--- src/rtl/fifo_types.sv ---
// Shared types for the FIFO command driver: command opcodes, FSM states and
// the handshake condition helper.
package fifo_types;

  typedef enum logic [1:0] {
    DRV_RESET = 2'b00,
    DRV_DEQ   = 2'b01,
    DRV_ENQ   = 2'b10,
    DRV_BOTH  = 2'b11
  } drv_op_e;

  localparam logic [1:0] S_IDLE     = 2'd0;
  localparam logic [1:0] S_RST_HOLD = 2'd1;
  localparam logic [1:0] S_WAIT     = 2'd2;
  localparam logic [1:0] S_RESP     = 2'd3;

  typedef enum logic [1:0] {
    DRV_ST_IDLE     = S_IDLE,
    DRV_ST_RST_HOLD = S_RST_HOLD,
    DRV_ST_WAIT     = S_WAIT,
    DRV_ST_RESP     = S_RESP
  } drv_state_e;

  function automatic logic op_has_enq(input drv_op_e op);
    return op[1];
  endfunction

  function automatic logic op_has_deq(input drv_op_e op);
    return op[0];
  endfunction

  // Bit 1 of the opcode requests an enqueue, bit 0 a dequeue; each needs its own FIFO flag.
  function automatic logic cond_met(input drv_op_e op, input logic ready, input logic valid);
    return (!op_has_enq(op) || ready) && (!op_has_deq(op) || valid);
  endfunction

endpackage

--- src/rtl/fifo_cmd_timer.sv ---
// Loadable down-counter shared by the reset-hold and handshake-wait phases.
// done is high whenever the count has reached zero.
module fifo_cmd_timer #(
  parameter int W = 5
) (
  input  logic         clk,
  input  logic         rst,
  input  logic         load,
  input  logic [W-1:0] load_val,
  input  logic         en,
  output logic         done
);

  logic [W-1:0] r_count;

  always_ff @(posedge clk) begin
    if (rst) begin
      r_count <= '0;
    end else if (load) begin
      r_count <= load_val;
    end else if (en && (r_count != '0)) begin
      r_count <= r_count - 1'b1;
    end
  end

  assign done = (r_count == '0);

endmodule

--- src/rtl/fifo_cmd_driver.sv ---
// Command-driven stimulus engine for the FIFO port: one command at a time,
// one timestamped response per command. Optional WAIT timeout: FIFO_CMD_DRIVER_TIMEOUT_EN.
module fifo_cmd_driver
  import fifo_types::*;
#(
  parameter int WIDTH      = 8,
  parameter int RST_CYCLES = 2,
  parameter int TIMEOUT    = 16
) (
  input  logic             clk,
  input  logic             rst,
  input  logic             cmd_valid,
  output logic             cmd_ready,
  input  logic [1:0]       cmd_op,
  input  logic [WIDTH-1:0] cmd_word,
  output logic             fifo_rst_n,
  output logic             valid_i,
  output logic [WIDTH-1:0] data_i,
  input  logic             ready_o,
  input  logic             valid_o,
  input  logic [WIDTH-1:0] data_o,
  output logic             yumi,
  output logic             rsp_valid,
  output logic [1:0]       rsp_op,
  output logic [WIDTH-1:0] rsp_word,
  output logic             rsp_err,
  output logic [31:0]      rsp_time
);

  localparam int TMAX = (RST_CYCLES > TIMEOUT) ? RST_CYCLES : TIMEOUT;
  localparam int TW   = $clog2(TMAX + 1);
  localparam logic [TW-1:0] RST_LOAD = TW'(RST_CYCLES - 1);

  logic [1:0]       r_state;
  drv_op_e          r_op;
  logic [WIDTH-1:0] r_word;
  logic [WIDTH-1:0] r_rsp_word;
  logic             r_rsp_err;
  logic [31:0]      r_rsp_time;
  logic [31:0]      r_cnt;

  logic w_accept;
  logic w_in_wait;
  logic w_cond;
  logic w_fire;
  logic w_expire;
  logic w_tdone;
  logic w_tload;
  logic w_ten;
  logic [TW-1:0] w_tload_val;

  assign w_accept  = (r_state == S_IDLE) && cmd_valid;
  assign w_in_wait = (r_state == S_WAIT);
  assign w_cond    = cond_met(r_op, ready_o, valid_o);
  // Strobes are qualified by rst so a reset landing mid-WAIT never leaks a handshake.
  assign w_fire    = w_in_wait && w_cond && !rst;

`ifdef FIFO_CMD_DRIVER_TIMEOUT_EN
  localparam logic [TW-1:0] TO_LOAD = TW'(TIMEOUT - 1);
  assign w_tload     = w_accept;
  assign w_tload_val = (cmd_op == DRV_RESET) ? RST_LOAD : TO_LOAD;
  assign w_ten       = (r_state == S_RST_HOLD) || w_in_wait;
  assign w_expire    = w_in_wait && !w_cond && w_tdone;
`else
  assign w_tload     = w_accept && (cmd_op == DRV_RESET);
  assign w_tload_val = RST_LOAD;
  assign w_ten       = (r_state == S_RST_HOLD);
  assign w_expire    = 1'b0;
`endif

  fifo_cmd_timer #(
    .W(TW)
  ) u_timer (
    .clk      (clk),
    .rst      (rst),
    .load     (w_tload),
    .load_val (w_tload_val),
    .en       (w_ten),
    .done     (w_tdone)
  );

  always_ff @(posedge clk) begin
    if (rst) begin
      r_cnt <= '0;
    end else begin
      r_cnt <= r_cnt + 32'd1;
    end
  end

  always_ff @(posedge clk) begin
    if (rst) begin
      r_state    <= S_IDLE;
      r_op       <= DRV_RESET;
      r_word     <= '0;
      r_rsp_word <= '0;
      r_rsp_err  <= 1'b0;
      r_rsp_time <= '0;
    end else begin
      case (r_state)
        S_IDLE: begin
          if (cmd_valid) begin
            r_op    <= drv_op_e'(cmd_op);
            r_word  <= cmd_word;
            r_state <= (cmd_op == DRV_RESET) ? S_RST_HOLD : S_WAIT;
          end
        end
        S_RST_HOLD: begin
          if (w_tdone) begin
            r_state    <= S_RESP;
            r_rsp_word <= '0;
            r_rsp_err  <= 1'b0;
            // Timestamp the release cycle, i.e. the first cycle fifo_rst_n is high again.
            r_rsp_time <= r_cnt + 32'd1;
          end
        end
        S_WAIT: begin
          if (w_cond) begin
            r_state    <= S_RESP;
            r_rsp_word <= (r_op == DRV_ENQ) ? r_word : data_o;
            r_rsp_err  <= 1'b0;
            r_rsp_time <= r_cnt;
          end else if (w_expire) begin
            r_state    <= S_RESP;
            r_rsp_word <= '0;
            r_rsp_err  <= 1'b1;
            r_rsp_time <= r_cnt;
          end
        end
        S_RESP: begin
          r_state <= S_IDLE;
        end
        default: begin
          r_state <= S_IDLE;
        end
      endcase
    end
  end

  assign cmd_ready  = !rst && (r_state == S_IDLE);
  assign fifo_rst_n = !(rst || (r_state == S_RST_HOLD));
  assign valid_i    = w_fire && op_has_enq(r_op);
  assign yumi       = w_fire && op_has_deq(r_op);
  assign data_i     = (!rst && w_in_wait) ? r_word : '0;
  assign rsp_valid  = !rst && (r_state == S_RESP);
  assign rsp_op     = rst ? 2'b00 : r_op;
  assign rsp_word   = rst ? '0 : r_rsp_word;
  assign rsp_err    = !rst && r_rsp_err;
  assign rsp_time   = rst ? 32'd0 : r_rsp_time;

endmodule
--- config.mk ---
export PLATFORM = sky130hd
export DESIGN_NAME = fifo_cmd_driver
export DESIGN_NICKNAME = d
export VERILOG_FILES = /design/src/rtl/fifo_types.sv /design/src/rtl/fifo_cmd_timer.sv /design/src/rtl/fifo_cmd_driver.sv
export SDC_FILE = /design/constraint.sdc
export NUM_CORES = 1
export LEC_CHECK = 0
export ABC_AREA = 1
export BUFFER_PORTS_ARGS = -buffer_cell sky130_fd_sc_hd__buf_2
export CORE_MARGIN = 2
export CORE_UTILIZATION = 30
export DETAILED_ROUTE_END_ITERATION = 10
export HOLD_SLACK_MARGIN = 0.12
export SYNTH_ARGS = -nofsm -noshare
export SYNTH_HDL_FRONTEND = slang
export SYNTH_SLANG_ARGS = --single-unit
--- constraint.sdc ---
create_clock -name clk -period 2.9 [get_ports clk]
set_clock_uncertainty 0.15 [all_clocks]
set_input_delay 0.145 -clock clk [delete_from_list [all_inputs] [get_ports clk]]
set_output_delay 0.145 -clock clk [all_outputs]
set_load 0.005 [all_outputs]
==> out/metrics.cfg <==
[layout]
fin_nets=878
syn_to_final_growth_pct=22.5
layout-drive-gt1-share_pct=14.8
diodes=0

[synthesis]
synth.area.top_cells=dfxtp_1 37%, nand2_1 17%, nor2_1 12%, inv_1 7.7%, nand3_1 4.9%
syn_avg_cell_area_um2=6.28
post-synth-top-count-cell=nand2_1
syn_nets=792
synth_top_cell_area_share_pct=37.3
syn-instance-count=761
synth_edf_count=0
ys_seq_elements=89
synth_ff_type=dfxtp_1
yosys-top-cells-count=214 x nand2_1, 149 x nor2_1, 98 x inv_1
ys_warn_count=0
synth_area_um2=4780
yosysTopAreaCell=dfxtp_1
async_reset_ff_share_pct=0
yosysUniqueCellTypes=34
ys_seq_area_share_pct=37.3

[cts]
path_clk_slew_ns=0.07
ctsHtreeMaxLevel=3
clock_latency_ns=0.35
cts_made_buffers=9
clock_path_buffers=2
cts-root-buf=clkbuf_16
clock_sinks=89
cts_tree=built

[power_and_ir_drop]
vdd_drop_max_uv=456
powerDensity_nw_per_um2=722
cellLeakagePower_nw=2.70
finalPower_mw=4.23

[sta]
finalCriticalPeriod_ns=2.56
timing.slew.headroom_pct=37.6
final.setup.tns_ns=0
whs_ns=0.153
fin_crit_sh_pct=88.4
slew_viol_final=0
tightest_slew_ns=0.932
final-hold-violation-count=0
setup_viol=0
rsz0062_at_grt=no
fmax_ghz=0.390

[critical_path]
critPathLaunch=r_state[0]
crit_path_end_kind=output pin
criticalPathCategory=reg -> out
worst-endpoint-arrival_ns=2.27
crit_path_end=valid_i
startpoint_type=register
crit_required_ns=2.61
worstReg2RegEnd=r_rsp_time[15]
rrSetupSlack_ns=0.58
r2r-start=r_state[0]
rr_worst_depth=8
worstPathMaxFanout=11

[die]
die_w_um=130
num_io_pins=79
initial_utilization_pct=30.4
dieArea_um2=17000
core_area_um2=15700
die_height_um=130
rows=46

[flow_run]
maxCapViolations=0

[route]
drt-pass1-iter-count=4
vias=4688
wire_per_inst_um=11.6
routed_wl_um=12300
first_iter_violations=218
drtAntennaViolNets=0
viasPerCell=4.39
drc_errors=0

[grt]
grt_max_degree=48
grt_pass1_wl_um=20400
grt_overflow=0
grt_pass1_vias=4284
antenna_found_initial=0
grt_util_all_layers_pct=15.2

[placed_design]
io_buffers=77
dp_hpwl_um=8880
gp_congestion=0.899

[worst_hold_path]
hp-class=in -> reg

[status]
status=completed

cells in the final DEF, fill, tap and decap left out, types with 4 or more instances in the layout:
master / instances
nand2_1: 214
nor2_1: 149
inv_1: 98
dfxtp_1: 89
buf_2: 77
nand3_1: 47
a21oi_1: 39
o21ai_0: 22
dlygate4sd3_1: 18
o21a_1: 9
clkbuf_16: 9
o211ai_1: 8
ha_1: 7
buf_4: 7
nor2_2: 6
inv_2: 5
nand4_1: 5
o21ai_1: 4
xor2_1: 4
xnor2_1: 4
worst min-delay path by stage:
stage	slack (ns)	cells after the start	startpoint	end
floorplan	0.19	2	cmd_word[0]	r_word[0]
global placement	0.28	3	cmd_word[1]	r_word[1]
detailed placement	0.28	3	cmd_word[5]	r_word[5]
CTS	0.14	3	rst	r_cnt[0]
global route	0.18	5	cmd_valid	r_state[0]
finish	0.15	3	rst	r_cnt[0]
critical path, cell delays in order (launching register included):
cell,delay (ns)
dfxtp_1,0.33
inv_1,0.12
ha_2,0.33
inv_2,0.15
nor2_1,0.13
clkinv_1,0.24
or2_2,0.38
nor2_1,0.10
buf_2,0.13
layout make-up:
type / instances / area, um2
clock buffer: 11 / 253
clock inverter: 4 / 51.3
fill: 1662 / 9860
inverter: 104 / 390
multi-input combinational: 541 / 2490
sequential: 89 / 1780
tap: 216 / 270
timing repair buffer: 102 / 618
cells by family (layout without fill, tap and decap cells):
logic type      after synthesis  count (layout)  synth area share [%]
flops                        89              89                  37.3
xor+xnor                      8               8                  1.47
fa+ha+maj                     8               8                  2.09
simple gates                439             439                  38.4
other cells                   1               1                0.0784
compound gates               85              85                  9.95
buf+inv                     131             221                  10.7
state kept, by name, indices dropped and copies added, names as in the netlist:
signal and count:
r_rsp_word 8, r_rsp_time 32, r_state 2, r_cnt 32, u_timer.r_count 5, r_op 2, r_word 8
metrics by stage:
stage | area [um2] | setup WS (ns) | util [%] | cells
floorplan | 4780 | 1.25 | - | 761
global placement | 5370 | 0.614 | 34.2 | 1034
detailed placement | 5370 | 0.452 | 34.2 | 1034
CTS | 5850 | 0.188 | 37.2 | 1067
global route | 5850 | 0.163 | 37.3 | 1067
finish | 5850 | 0.337 | 37.3 | 1067
power by group:
part | internal, mW | switching, mW | leakage [nW]
combinational | 0.538 | 0.995 | 1.83
clock | 0.712 | 0.495 | 0.148
sequential | 1.43 | 0.0590 | 0.724
timing repair:
item                                    in CTS  in global routing
endpoints found under the hold margin       21                  0
endpoints found under the setup margin       0                  2
hold buffers                                18                  0
buffers inserted                             0                  0
gates resized for setup                      0                  1
metal layers:
metal  vias to the layer above  share of wire, %  global-route usage [%]
met1                      2068                48                    19.1
met4                         0               2.2                    5.69
met2                        91                45                    25.1
li1                       2512                 -                       -
met5                         -                 0                       0
met3                        17               5.1                    4.18
Power figures use the tool's default switching activity.
